$ cat src/rtl/prog_loader.sv
// Loads a length-prefixed byte stream into word-addressed memory, packing bytes little-endian
// and holding the core in reset until the image is complete.
module prog_loader #(
  parameter int DEPTH         = 16384,
  parameter int ADDRESS_WIDTH = $clog2(DEPTH)
) (
  input  logic                     clk,
  input  logic                     rst_n,
  input  logic [7:0]               rx_data,
  input  logic                     rx_valid,
  output logic                     rx_ready,
  output logic [ADDRESS_WIDTH-3:0] mem_addr,
  output logic [31:0]              mem_data,
  output logic [3:0]               mem_wstrb,
  output logic                     mem_we,
  output logic                     cpu_rst_n,
  output logic                     done,
  output logic                     error
);

  // state   | meaning
  // S_LEN   | collecting the 4 length bytes; idle when none received yet
  // S_DATA  | packing payload bytes into the word buffer
  // S_WRITE | one-cycle memory write of the packed word
  // S_DONE  | load complete pulse, core about to be released
  // S_ERROR | length exceeded memory; discard everything until rst_n
  typedef enum logic [2:0] {S_LEN, S_DATA, S_WRITE, S_DONE, S_ERROR} state_t;

  localparam int RW = ADDRESS_WIDTH + 1;

  state_t          state;
  logic [1:0]      hdr_cnt;
  logic [23:0]     len_lo;
  logic [RW-1:0]   remaining;
  logic [1:0]      lane;
  logic            accept;
  logic [31:0]     len_full;

  assign accept   = rx_valid && rx_ready;
  assign len_full = {rx_data, len_lo};

  always_ff @(posedge clk) begin
    if (!rst_n) begin
      state     <= S_LEN;
      hdr_cnt   <= '0;
      len_lo    <= '0;
      remaining <= '0;
      lane      <= '0;
      rx_ready  <= 1'b0;
      mem_addr  <= '0;
      mem_data  <= '0;
      mem_wstrb <= '0;
      mem_we    <= 1'b0;
      cpu_rst_n <= 1'b0;
      done      <= 1'b0;
      error     <= 1'b0;
    end else begin
      mem_we <= 1'b0;
      done   <= 1'b0;
      case (state)
        S_LEN: begin
          rx_ready <= 1'b1;
          if (accept) begin
            cpu_rst_n <= 1'b0;
            hdr_cnt   <= hdr_cnt + 2'd1;
            if (hdr_cnt != 2'd3) begin
              len_lo[8*hdr_cnt +: 8] <= rx_data;
            end else if (len_full == 32'd0) begin
              state    <= S_DONE;
              rx_ready <= 1'b0;
              done     <= 1'b1;
            end else if (len_full > 32'(DEPTH)) begin
              state <= S_ERROR;
              error <= 1'b1;
            end else begin
              state     <= S_DATA;
              remaining <= len_full[RW-1:0];
              lane      <= '0;
              mem_addr  <= '0;
              mem_data  <= '0;
              mem_wstrb <= '0;
            end
          end else if (hdr_cnt == 2'd0) begin
            cpu_rst_n <= 1'b1;
          end
        end
        S_DATA: begin
          if (accept) begin
            mem_data[8*lane +: 8] <= rx_data;
            mem_wstrb[lane]       <= 1'b1;
            lane                  <= lane + 2'd1;
            remaining             <= remaining - RW'(1);
            if (lane == 2'd3 || remaining == RW'(1)) begin
              state    <= S_WRITE;
              mem_we   <= 1'b1;
              rx_ready <= 1'b0;
            end
          end
        end
        S_WRITE: begin
          mem_data  <= '0;
          mem_wstrb <= '0;
          lane      <= '0;
          // Address only advances when another word follows, so a full-depth load never wraps.
          if (remaining == '0) begin
            state <= S_DONE;
            done  <= 1'b1;
          end else begin
            state    <= S_DATA;
            rx_ready <= 1'b1;
            mem_addr <= mem_addr + 1'b1;
          end
        end
        S_DONE: begin
          state     <= S_LEN;
          rx_ready  <= 1'b1;
          cpu_rst_n <= 1'b1;
        end
        S_ERROR: begin
          rx_ready  <= 1'b1;
          error     <= 1'b1;
          cpu_rst_n <= 1'b0;
        end
        default: state <= S_LEN;
      endcase
    end
  end

endmodule

$ cat config.mk
export PLATFORM = sky130hd
export DESIGN_NAME = prog_loader
export DESIGN_NICKNAME = d
export VERILOG_FILES = /design/src/rtl/prog_loader.sv
export SDC_FILE = /design/constraint.sdc
export NUM_CORES = 1
export LEC_CHECK = 0
export CORE_ASPECT_RATIO = 0.7
export CORE_UTILIZATION = 50
export DETAILED_ROUTE_END_ITERATION = 10
export PLACE_DENSITY = 0.74
export SLEW_MARGIN = 20
export SYNTH_ARGS = -nofsm -noshare
export SYNTH_HDL_FRONTEND = slang
export SYNTH_SLANG_ARGS = --single-unit
export TNS_END_PERCENT = 50
$ cat constraint.sdc
create_clock -name clk -period 3.1 [get_ports clk]
set_clock_uncertainty 0.1 [all_clocks]
set_input_delay 0.93 -clock clk [delete_from_list [all_inputs] [get_ports clk]]
set_output_delay 0.93 -clock clk [all_outputs]
set_load 0.03 [all_outputs]
* Yosys cells after proc, flatten, opt, wreduce, memory -nomap -nowiden
Cells that the tools add are included.
** Storage, ports and cells
- Register bits :: 99
- Input port bits :: 11
- Output and inout port bits :: 53
- Word-level logic and storage cells :: 131
** Cells by class
- Add/subtract/negate cells :: 6
- $lt $le $gt $ge :: 3
- Eq/ne operators :: 16
- Shift-type cells :: 4
- Mux-type cells :: 63
- Bitwise operators :: 2
- Reduce and logical (&&, ||, !) cells :: 24
** Operators by type and width (number)
- 32-bit 2-to-1 mux :: 5
- 32-bit case mux with 3 select lines :: 1
- 15-bit 2-to-1 mux :: 5
- 5-bit negator with 34-bit output :: 2
- 12-bit 2-to-1 mux :: 5
- 8-bit by 34-bit variable shift with 24-bit output, first input constant :: 1
- 8-bit by 34-bit variable shift with 32-bit output, first input constant :: 1
- 8-bit by 34-bit indexed part select with 24-bit output :: 1
- 8-bit by 34-bit indexed part select with 32-bit output :: 1
- 32-bit bitwise mux :: 1
- 32-bit by 15-bit > comparator with 1-bit output, second input constant :: 1
- 32-bit logical NOT :: 1
- 15-bit case mux with 2 select lines :: 1
- 24-bit bitwise mux :: 1
- 12-bit case mux with 2 select lines :: 1
- 4-bit 2-to-1 mux :: 5
- 1-bit 2-to-1 mux :: 18
- 3-bit 2-to-1 mux :: 6
- 2-bit != test, second input constant :: 9
- 6-bit AND reduction :: 3
- 15-bit by 1-bit equality test with 1-bit output, second input constant :: 1
- 15-bit logical NOT :: 1
- 15-bit by 1-bit subtractor with 15-bit output, second input constant :: 1
- 12-bit by 1-bit adder with 12-bit output, second input constant :: 1
- other kinds (30) :: 45

* Depth between registers and ports, before layout
Gate-level depths: netlist of the first run.
- Depth after elaboration :: 7
- Gate-level depth with buffers :: 8
- Gate-level depth less buffers :: 7

* Worst setup path before layout of the first run
Ideal clock, no wire load.
- Path type :: in2reg
- Start point :: in rx_data[6]
- End point :: reg mem_addr[10]
- Arrival time :: 2427 ps
- Required time :: 2928 ps
- Slack :: 501 ps
- Stages on the path :: 6
- Path buffers :: 0
- Cells stage by stage :: nor4_4 -> and4_2 -> a31oi_4 -> or4_1 -> nor2_1 -> mux2i_1
** Between the ends
- Word-level cells in the longest chain between the ends :: 3
- Elaborated cells between the ends (all ways) :: 5
- Classes of those cells :: order compare (1); eq/ne (2); reduce/logical (2)
** RTL lines
- from (decl) :: RTL line 9 : input logic [7:0] rx_data,
- 32-bit by 15-bit > comparator with 1-bit output or 32-bit logical NOT (tied branches) :: RTL line 72, 68
- 2-bit != test (no source line)
- 6-bit AND reduction (no source line) *
- to (signal assigned) :: RTL line 111 : mem_addr <= mem_addr + 1'b1;
- to (decl) :: RTL line 12 : output logic [ADDRESS_WIDTH-3:0] mem_addr,
Mark *: on every way between the ends. The rest lies on a longest branch, timed or not.
A chain may end at the register's enable or synchronous reset.

* Final worst setup path of the first run
Ends and elaborated chain as after synthesis.

==> results of run 1 <==
==> state kept, by name, indices dropped and copies added (netlist names) <==
register	cells
len_lo	24
hdr_cnt	2
done	1
error	1
lane	2
mem_wstrb	4
mem_data	32
rx_ready	1
cpu_rst_n	1
state	3
mem_we	1
remaining	15
mem_addr	12
==> power by group <==
part           internal, mW  switching [mW]  total [mW]
Clock                 0.623           0.477        1.10
Combinational        0.0753           0.136       0.212
Sequential             1.28          0.0108        1.29
==> final timing paths <==
check | endpoint | slack [ns] | cells after the start
min reg2reg | len_lo[22] | 0.35 | 2
max | mem_addr[10] | 0.18 | 7
max reg2reg | mem_data[0] | 0.64 | 8
min | len_lo[22] | 0.35 | 2
==> final cells by class <==
| type | count | area (um2) |
|---|---|---|
| well taps | 124 | 155.1 |
| multi-input cells | 411 | 2761 |
| clock buffers | 11 | 232.7 |
| fillers | 748 | 3191 |
| inverters | 9 | 33.78 |
| repair buffers | 95 | 915.9 |
| clock inverters | 5 | 53.80 |
| flip-flops and latches | 99 | 1982 |
==> cell usage in the layout (no fill, tap or decap), types with 7 or more instances in the layout <==
cell,netlist,routed
dfxtp_1,99,99
nand2_1,66,66
clkdlybuf4s50_1,0,62
nand3_1,58,58
buf_4,2,28
o31ai_1,25,25
nor2_1,23,23
a21oi_1,23,23
a21boi_0,18,18
mux2i_1,15,15
ha_1,13,13
or4_1,12,12
o21ai_0,11,11
o22ai_1,11,11
nor3_1,10,10
nand4_1,10,10
inv_1,9,9
clkbuf_16,0,9
and2_1,8,8
a22o_1,8,8
nor4_1,7,7
==> critical path: cells and delay by family <==
family	cells	cell delay [ns]
and+or+nand+nor	4	1.36
buffers and inverters	1	0.47
muxes	1	0.19
AOI/OAI and AO/OA	1	0.14
==> stage by stage <==
stage,TNS [ns],cell area [um2],cells
2_1_floorplan,0,4931,551
3_3_place_gp,-0.5919,5848,738
3_5_place_dp,-1.559,5848,738
4_1_cts,0,6135,754
5_1_grt,0,6135,754
6_report,0,6135,754
==> cell families (layout without fill, tap and decap cells) <==
group           after synthesis  in the layout  synth area share [%]
mux                          16             16                 3.273
flops                        99             99                 40.19
xor+xnor                      3              3                0.5330
simple gates                240            240                 27.51
compound gates              139            139                 21.39
fa+ha+maj                    13             13                 3.299
buf+inv                      41            120                 3.806
==> routing by layer <==
layer / up-vias / GRT usage (%) / share of wire (%)
li1: 2209 / - / -
met1: 2229 / 39.04 / 50
met5: - / 0 / 0
met2: 179 / 39.18 / 42
met4: 0 / 5.948 / 0.93
met3: 21 / 5.578 / 6.9
==> metrics.csv, run 1 <==
metric,value,unit
dieWidth,120.7,um
leakagePower,2.072,nW
critPathKind,in2reg,
grt_pass1_wl,21330,um
post_cts.repair.setup_buffers,0,
critPathSlowestCell,or4_1,
die_area,10270,um2
antenna_cells,0,
overflow,0,
synth-seq-area-share,40.19,%
finalCritPeriodShare,94.06,%
ir_drop,0.0003827,V
ys_top_cells_by_area,"dfxtp_1 (40%), nand3_1 (5.9%), nand2_1 (5.0%), o31ai_1 (3.8%), ha_1 (3.3%)",
drive_gt1_share,12.06,%
grt_usage,26.39,%
crit_chain,clkdlybuf4s50_1 > nor4_4 > and4_2 > a31oi_4 > or4_1 > nor2_1 > mux2i_1,
cp-start-kind,primary input,
yosys.area.top_type_share,40.19,%
crit_path_max_incr_delay,0.54,ns
globalplace.congestion,0.8901,
worstPathMaxFanout,5,
syn_area,4931,um2
power_density,424.4,nW/um2
synthArstFlopShare,0,%
synth_common_cells,"dfxtp_1 (99), nand2_1 (66), nand3_1 (58), o31ai_1 (25)",
port_buffers,63,
hold_viol_final,0,
rsz0062_at_grt,false,
cts_hold_buf,0,
critPathArrivalTime,3.09,ns
power,2.604,mW
synth_ff_type,dfxtp_1,
dp_slack,-0.1491,ns
cts_tree,built,
synth_cell_types,66,
postRouteWirelength,13160,um
synth.largest_area_cell,dfxtp_1,
cts_sinks,99,
hp-start,len_lo[22],
slew_viol_final,0,
yosys_warnings,0,
min_period,2.916,ns
relSlewSlack,41.64,%
fp.dieH,85.09,um
wl_per_cell,17.45,um
drt_drc_violations_left,0,
setup_viol,0,
hold_class,reg2reg,
fmax,343.0,MHz
r2r_start,state[0],
post_cts_resize_count,0,
grt_max_degree,61,
antenna_found_initial,0,
holdWs,0.3549,ns
drt_pass1_iterations,5,
core_area,9325,um2
status,"finished, final reports clean",
final_nets,649,
root_buffer,clkbuf_16,
synth_enable_flop_cells,0,
avgSynthCellArea,8.949,um2
clkLatencyLatePin,0.35,ns
num_rows,29,
startpoint,rx_data[6],
path_clk_slew,0.06,ns
synth-seq-cells,99,
crit_path_end_kind,register,
initial_core_util,52.88,%
cts_max_path_buffers,2,
num_vias,4638,
tightestPinTransition,0.8735,ns
numCtsBuffers,9,
vias_per_cell,6.151,
htree_levels,3,
syn-instance-count,551,
final_util,65.79,%
worst_slack,0.1841,ns
syn_nets,575,
max-cap-violations,0,
drtIter0Drc,406,
route.antenna.remaining_nets,0,
ios,64,
grt_pass1_vias,4170,
cp.required,3.28,ns
syn_to_final_growth,24.41,%
dp_hpwl,9528,um
synth.most_common_cell,dfxtp_1,
Power figures use the tool's default switching activity.
==> inputs of run 2 (changes only) <==
ABC_AREA = 1   (was unset)
==> run 2 against run 1 <==
First-iteration DRC count increased by 24%. Largest cell class unchanged. Non-clock buffer count is 6 lower. Sequential share of layout area down 1.6 points. Critical path depth up 4. Fmax is 5.0% higher. Clock power rose by 12%.
==> metrics.csv, run 2 <==
metric,value,unit,change
grt_pass1_vias,4920,,+18%
drtIter0Drc,503,,+24%
num_vias,5524,,+19%
clkLatencyLatePin,0.35,ns,about the same
whs_endpoint,mem_wstrb[2],,
fmax,360.0,MHz,+5.0%
grt_usage,27.21,%,+0.82 points
drive_gt1_share,7.526,%,-4.5 points
num_rows,31,,+6.9%
synth_enable_flop_cells,0,,unchanged
cts_sinks,99,,unchanged
leakagePower,2.658,nW,+28%
worst_slack,0.3219,ns,+0.1378 ns
relSlewSlack,59.32,%,+18 points
slew_viol_final,0,,unchanged
min_path_cells,2,,unchanged
crit_path_end_kind,register,,
numCtsBuffers,9,,unchanged
ir_drop,0.0003210,V,-16%
overflow,0,,unchanged
synth.largest_area_cell,dfxtp_1,,
synth_common_cells,"nand2_1 (196), nor2_1 (125), dfxtp_1 (99), a21oi_1 (78), inv_1 (76)",,
power_density,419.2,nW/um2,-1.2%
grt_pass1_wl,23870,um,+12%
crit_chain,clkdlybuf4s50_1 > nor2_1 > nand2_1 > nor2_1 > nand2_1 > inv_1 > nand3_1 > nand2_2 > nand3_2 > o21ai_0 > nor2_1,,
most-common-layout-cells,"nand2_1 (196), nor2_1 (125), dfxtp_1 (99), a21oi_1 (78), inv_1 (76)",,
dieWidth,125.1,um,+3.7%
route.antenna.remaining_nets,0,,unchanged
max-cap-violations,0,,unchanged
port_buffers,63,,unchanged
cts_hold_buf,0,,unchanged
critPathSlowestCell,clkdlybuf4s50_1,,
critPathKind,in2reg,,
ios,64,,unchanged
syn-instance-count,808,,+47%
regMostFlops,mem_data,,
hp-start,mem_wstrb[2],,
hold_class,reg2reg,,
vias_per_cell,5.475,,-11%
initial_core_util,51.43,%,-1.4 points
hold_viol_final,0,,unchanged
tightestPinTransition,0.6069,ns,-0.2666 ns
final_common_cell,nand2_1,,
avgSynthCellArea,6.567,um2,-27%
syn_area,5306,um2,+7.6%
synth.most_common_cell,nand2_1,,
htree_levels,3,,unchanged
fin_area,6457,um2,+5.3%
dpl_cell_area,6135,um2,+4.9%
path_clk_slew,0.07,ns,about the same
core_area,10320,um2,+11%
cts_tree,built,,
wl_per_cell,14.54,um,-17%
grt_max_degree,43,,-30%
cp-start-kind,primary input,,
startpoint,rx_data[5],,
yosys.area.top_type_share,37.35,%,-2.8 points
final_util,62.59,%,-3.2 points
synth-seq-cells,99,,unchanged
syn_nets,832,,+45%
worstPathMaxFanout,16,,+11
synth_ff_type,dfxtp_1,,
crit_buf_inv,2,,+1
r2r_start,lane[0],,
synth-seq-area-share,37.35,%,-2.8 points
largest_register_ffs,32,,unchanged
critPathArrivalTime,2.92,ns,-0.17 ns
globalplace.congestion,0.8690,,-2.4%
min_period,2.778,ns,-0.1378 ns
cts_max_path_buffers,2,,unchanged
crit_path_max_incr_delay,0.42,ns,-0.12 ns
power,2.707,mW,+4.0%
rsz0062_at_grt,false,,
antenna_cells,0,,unchanged
die_area,11040,um2,+7.5%
yosys_warnings,0,,unchanged
ys_top_cells_by_area,"dfxtp_1 (37%), nand2_1 (14%), nor2_1 (8.8%), a21oi_1 (7.4%), nand4_1 (5.4%)",,
crit_family,simple AND/OR/NAND/NOR gates,,
fillers,935,,+25%
crit_path_frequent_cell,nor2_1,,
synthArstFlopShare,0,%,unchanged
largest_registers,"mem_data x32, len_lo x24, remaining x15",,
rr_worst_depth,7,,-1
syn_to_final_growth,21.69,%,
synth_cell_types,33,,-50%
root_buffer,clkbuf_16,,
drt_drc_violations_left,0,,unchanged
fp.dieH,88.19,um,+3.6%
r2r_slack,0.55,ns,-0.09 ns
cp.required,3.24,ns,-0.04 ns
final_nets,896,,+38%
finalCritPeriodShare,89.61,%,-4.4 points
post_cts_resize_count,0,,unchanged
status,"finished, final reports clean",,
tns,0,ns,unchanged
drt_pass1_iterations,7,,+2
post_cts.repair.setup_buffers,0,,unchanged
antenna_found_initial,0,,unchanged
dp_slack,-0.007876,ns,+0.1412 ns
postRouteWirelength,14670,um,+11%
rr_endpoint,mem_data[2],,
dp_hpwl,10490,um,+10%
setup_viol,0,,unchanged
-- run 2: per-stage QoR --
step / std cells / hold WS, ns
2_1_floorplan: 808 / 0.3395
5_1_grt: 1009 / 0.3890
4_1_cts: 1009 / 0.3643
6_report: 1009 / 0.3635
3_5_place_dp: 993 / 0.3527
3_3_place_gp: 993 / 0.3397
-- run 2: worst max-delay path by stage --
stage,end,cells after the start
floorplan,mem_data[16],11
global placement,mem_data[6],11
detailed placement,mem_data[2],11
CTS,mem_data[2],11
global route,mem_data[5],11
finish,mem_data[2],11
-- run 2: logic make-up after synthesis --
logic type / count (synthesis) / synth area share (%)
compound gates: 126 / 12.97
xor+xnor: 7 / 1.155
fa+ha+maj: 13 / 3.065
buf+inv: 122 / 9.149
flops: 99 / 37.35
simple gates: 441 / 36.31
-- run 2: final cells by class --
cell class                 count  area [um2]  share of cell area, %
multi-input combinational    587        2839                  43.96
tap                          132       165.2                  2.558
clock inverter                 7       97.59                  1.511
sequential                    99        1982                  30.69
inverter                      86       322.8                  4.999
clock buffer                   9       225.2                  3.488
timing repair buffer          89       825.8                  12.79
-- run 2: report_power, final --
group | switching (mW) | leakage (nW) | internal [mW]
sequential | 0.0102 | 0.799 | 1.28
combinational | 0.122 | 1.71 | 0.0590
clock | 0.520 | 0.152 | 0.712
-- run 2: layer usage --
metal / global-route usage, % / wire, um / part of all wire (%)
met1: 37.85 / 7097 / 48
met2: 42.05 / 6271 / 43
met3: 7.147 / 1136 / 7.7
met4: 6.984 / 165 / 1.1
met5: 0 / 0 / 0
-- run 2: worst reg2reg max path: cells and delay by family (launching register included) --
family,cells,cell delay (ns)
compound gates,1,0.09
fa+ha+maj,1,0.51
buf+inv,2,0.41
flops,1,0.57
simple gates,3,0.81
==> inputs of run 3 (changes only) <==
CORE_UTILIZATION = 35   (was 50)
PLACE_DENSITY = 0.55   (was 0.74)
==> run 3 against run 2 <==
First-iteration DRC count decreased by 7.6%. Largest cell class unchanged. Count of clock-buffer cells in the layout unchanged. Critical endpoint is now mem_data[9]. Sequential power about the same. Combinational power increased by 6%. Largest power group unchanged.
==> metrics.csv, run 3 (synthesis results as in run 2) <==
metric,value,unit,change
fmax,358.9,MHz,-0.29%
post_cts.repair.setup_buffers,0,,unchanged
ios,64,,unchanged
antenna_found_initial,0,,unchanged
cts_max_path_buffers,2,,unchanged
core_area,14770,um2,+43%
antenna_cells,0,,unchanged
fp.dieH,105.0,um,+19%
drt_pass1_iterations,5,,-2
clkLatencyLatePin,0.36,ns,about the same
r2r_start,hdr_cnt[0],,
fin_area,6588,um2,+2.0%
critPathSlowestCell,clkdlybuf4s50_1,,
worstPathMaxFanout,16,,unchanged
drtIter0Drc,465,,-7.6%
largest_register_ffs,32,,unchanged
overflow,0,,unchanged
final_nets,901,,+0.56%
drt_drc_violations_left,0,,unchanged
route.antenna.remaining_nets,0,,unchanged
dp_hpwl,11560,um,+10%
critPathKind,in2reg,,
syn_to_final_growth,24.15,%,
hold_class,reg2reg,,
num_rows,37,,+19%
tns,0,ns,unchanged
grt_usage,20.86,%,-6.4 points
globalplace.congestion,0.8200,,-5.6%
tightestPinTransition,0.5606,ns,-0.04628 ns
min_period,2.786,ns,+0.008160 ns
port_buffers,63,,unchanged
finalCritPeriodShare,89.88,%,+0.26 points
power,2.593,mW,-4.2%
cts_tree,built,,
power_density,393.5,nW/um2,-6.1%
cts_hold_buf,0,,unchanged
num_vias,5511,,-0.24%
cp.required,3.30,ns,+0.06 ns
post_cts_resize_count,0,,unchanged
postRouteWirelength,15850,um,+8.0%
numCtsBuffers,9,,unchanged
instances_no_fill,1077,,+6.7%
path_clk_slew,0.08,ns,about the same
leakagePower,2.691,nW,+1.2%
most-common-layout-cells,"nand2_1 (196), nor2_1 (125), dfxtp_1 (99), a21oi_1 (78), inv_1 (76)",,
critPathArrivalTime,2.98,ns,+0.06 ns
startpoint,rx_data[1],,
vias_per_cell,5.117,,-6.5%
final_common_cell,nand2_1,,
regMostFlops,mem_data,,
setup_viol,0,,unchanged
grt_pass1_vias,5034,,+2.3%
htree_levels,3,,unchanged
crit_path_max_incr_delay,0.45,ns,+0.03 ns
max-cap-violations,0,,unchanged
status,"finished, final reports clean",,
die_area,15670,um2,+42%
crit_chain,clkdlybuf4s50_1 > nor2_1 > nand2_1 > nor2_1 > nand2_1 > inv_1 > nand3_1 > nand2_2 > nand3_2 > nand2_1 > nand2_1 > nor2_1,,
crit_path_end_kind,register,,
dp_slack,-0.03099,ns,-0.02311 ns
cts_sinks,99,,unchanged
largest_registers,"mem_data x32, len_lo x24, remaining x15",,
crit_family,simple AND/OR/NAND/NOR gates,,
slew_viol_final,0,,unchanged
placed_cells_incl_taps,1061,,+6.8%
grt_pass1_wl,25850,um,+8.3%
ir_drop,0.0002531,V,-21%
final_util,44.61,%,-18 points
crit_path_frequent_cell,nand2_1,,
grt_max_degree,43,,unchanged
worst_slack,0.3138,ns,-0.008160 ns
rsz0062_at_grt,false,,
drive_gt1_share,8.050,%,+0.52 points
root_buffer,clkbuf_16,,
cp-start-kind,primary input,,
initial_core_util,35.93,%,-15 points
dpl_cell_area,6301,um2,+2.7%
wl_per_cell,14.72,um,+1.2%
dieWidth,149.2,um,+19%
holdWs,0.3588,ns,-0.004730 ns
crit_buf_inv,2,,unchanged
relSlewSlack,62.34,%,+3.0 points
hold_viol_final,0,,unchanged
hp-start,mem_wstrb[2],,
[run 3: where the power goes]
group          internal, mW  switching, mW  total (mW)
sequential             1.28         0.0111        1.29
combinational        0.0618          0.129       0.191
clock                 0.559          0.547        1.11
[run 3: layout make-up]
| class | count | area (um2) |
|---|---|---|
| clock buffer | 9 | 225.2 |
| clock inverter | 7 | 61.31 |
| fill | 1486 | 8180 |
| inverter | 86 | 322.8 |
| multi-input combinational | 587 | 2839 |
| sequential | 99 | 1982 |
| tap | 195 | 244.0 |
| timing repair buffer | 94 | 913.4 |
[run 3: path summary, 6_finish.rpt]
check | end | depth (start not counted) | slack [ns]
worst min register to register | mem_wstrb[2] | 2 | 0.36
worst max register to register | len_lo[2] | 6 | 0.73
worst min-delay path | mem_wstrb[2] | 2 | 0.36
worst max-delay path | mem_data[9] | 12 | 0.31
[run 3: metal layers]
layer	global-route usage [%]	wire length (um)	vias to the layer above
li1	-	-	2784
met1	30.83	8071	2552
met2	30.60	6737	159
met3	4.279	883	16
met4	4.665	161	0
met5	0	0	-
[run 3: worst min-delay path, stage by stage, from the launching register on]
cell and delay, ns:
dfxtp_1 0.32, inv_1 0.05, a21oi_1 0.05
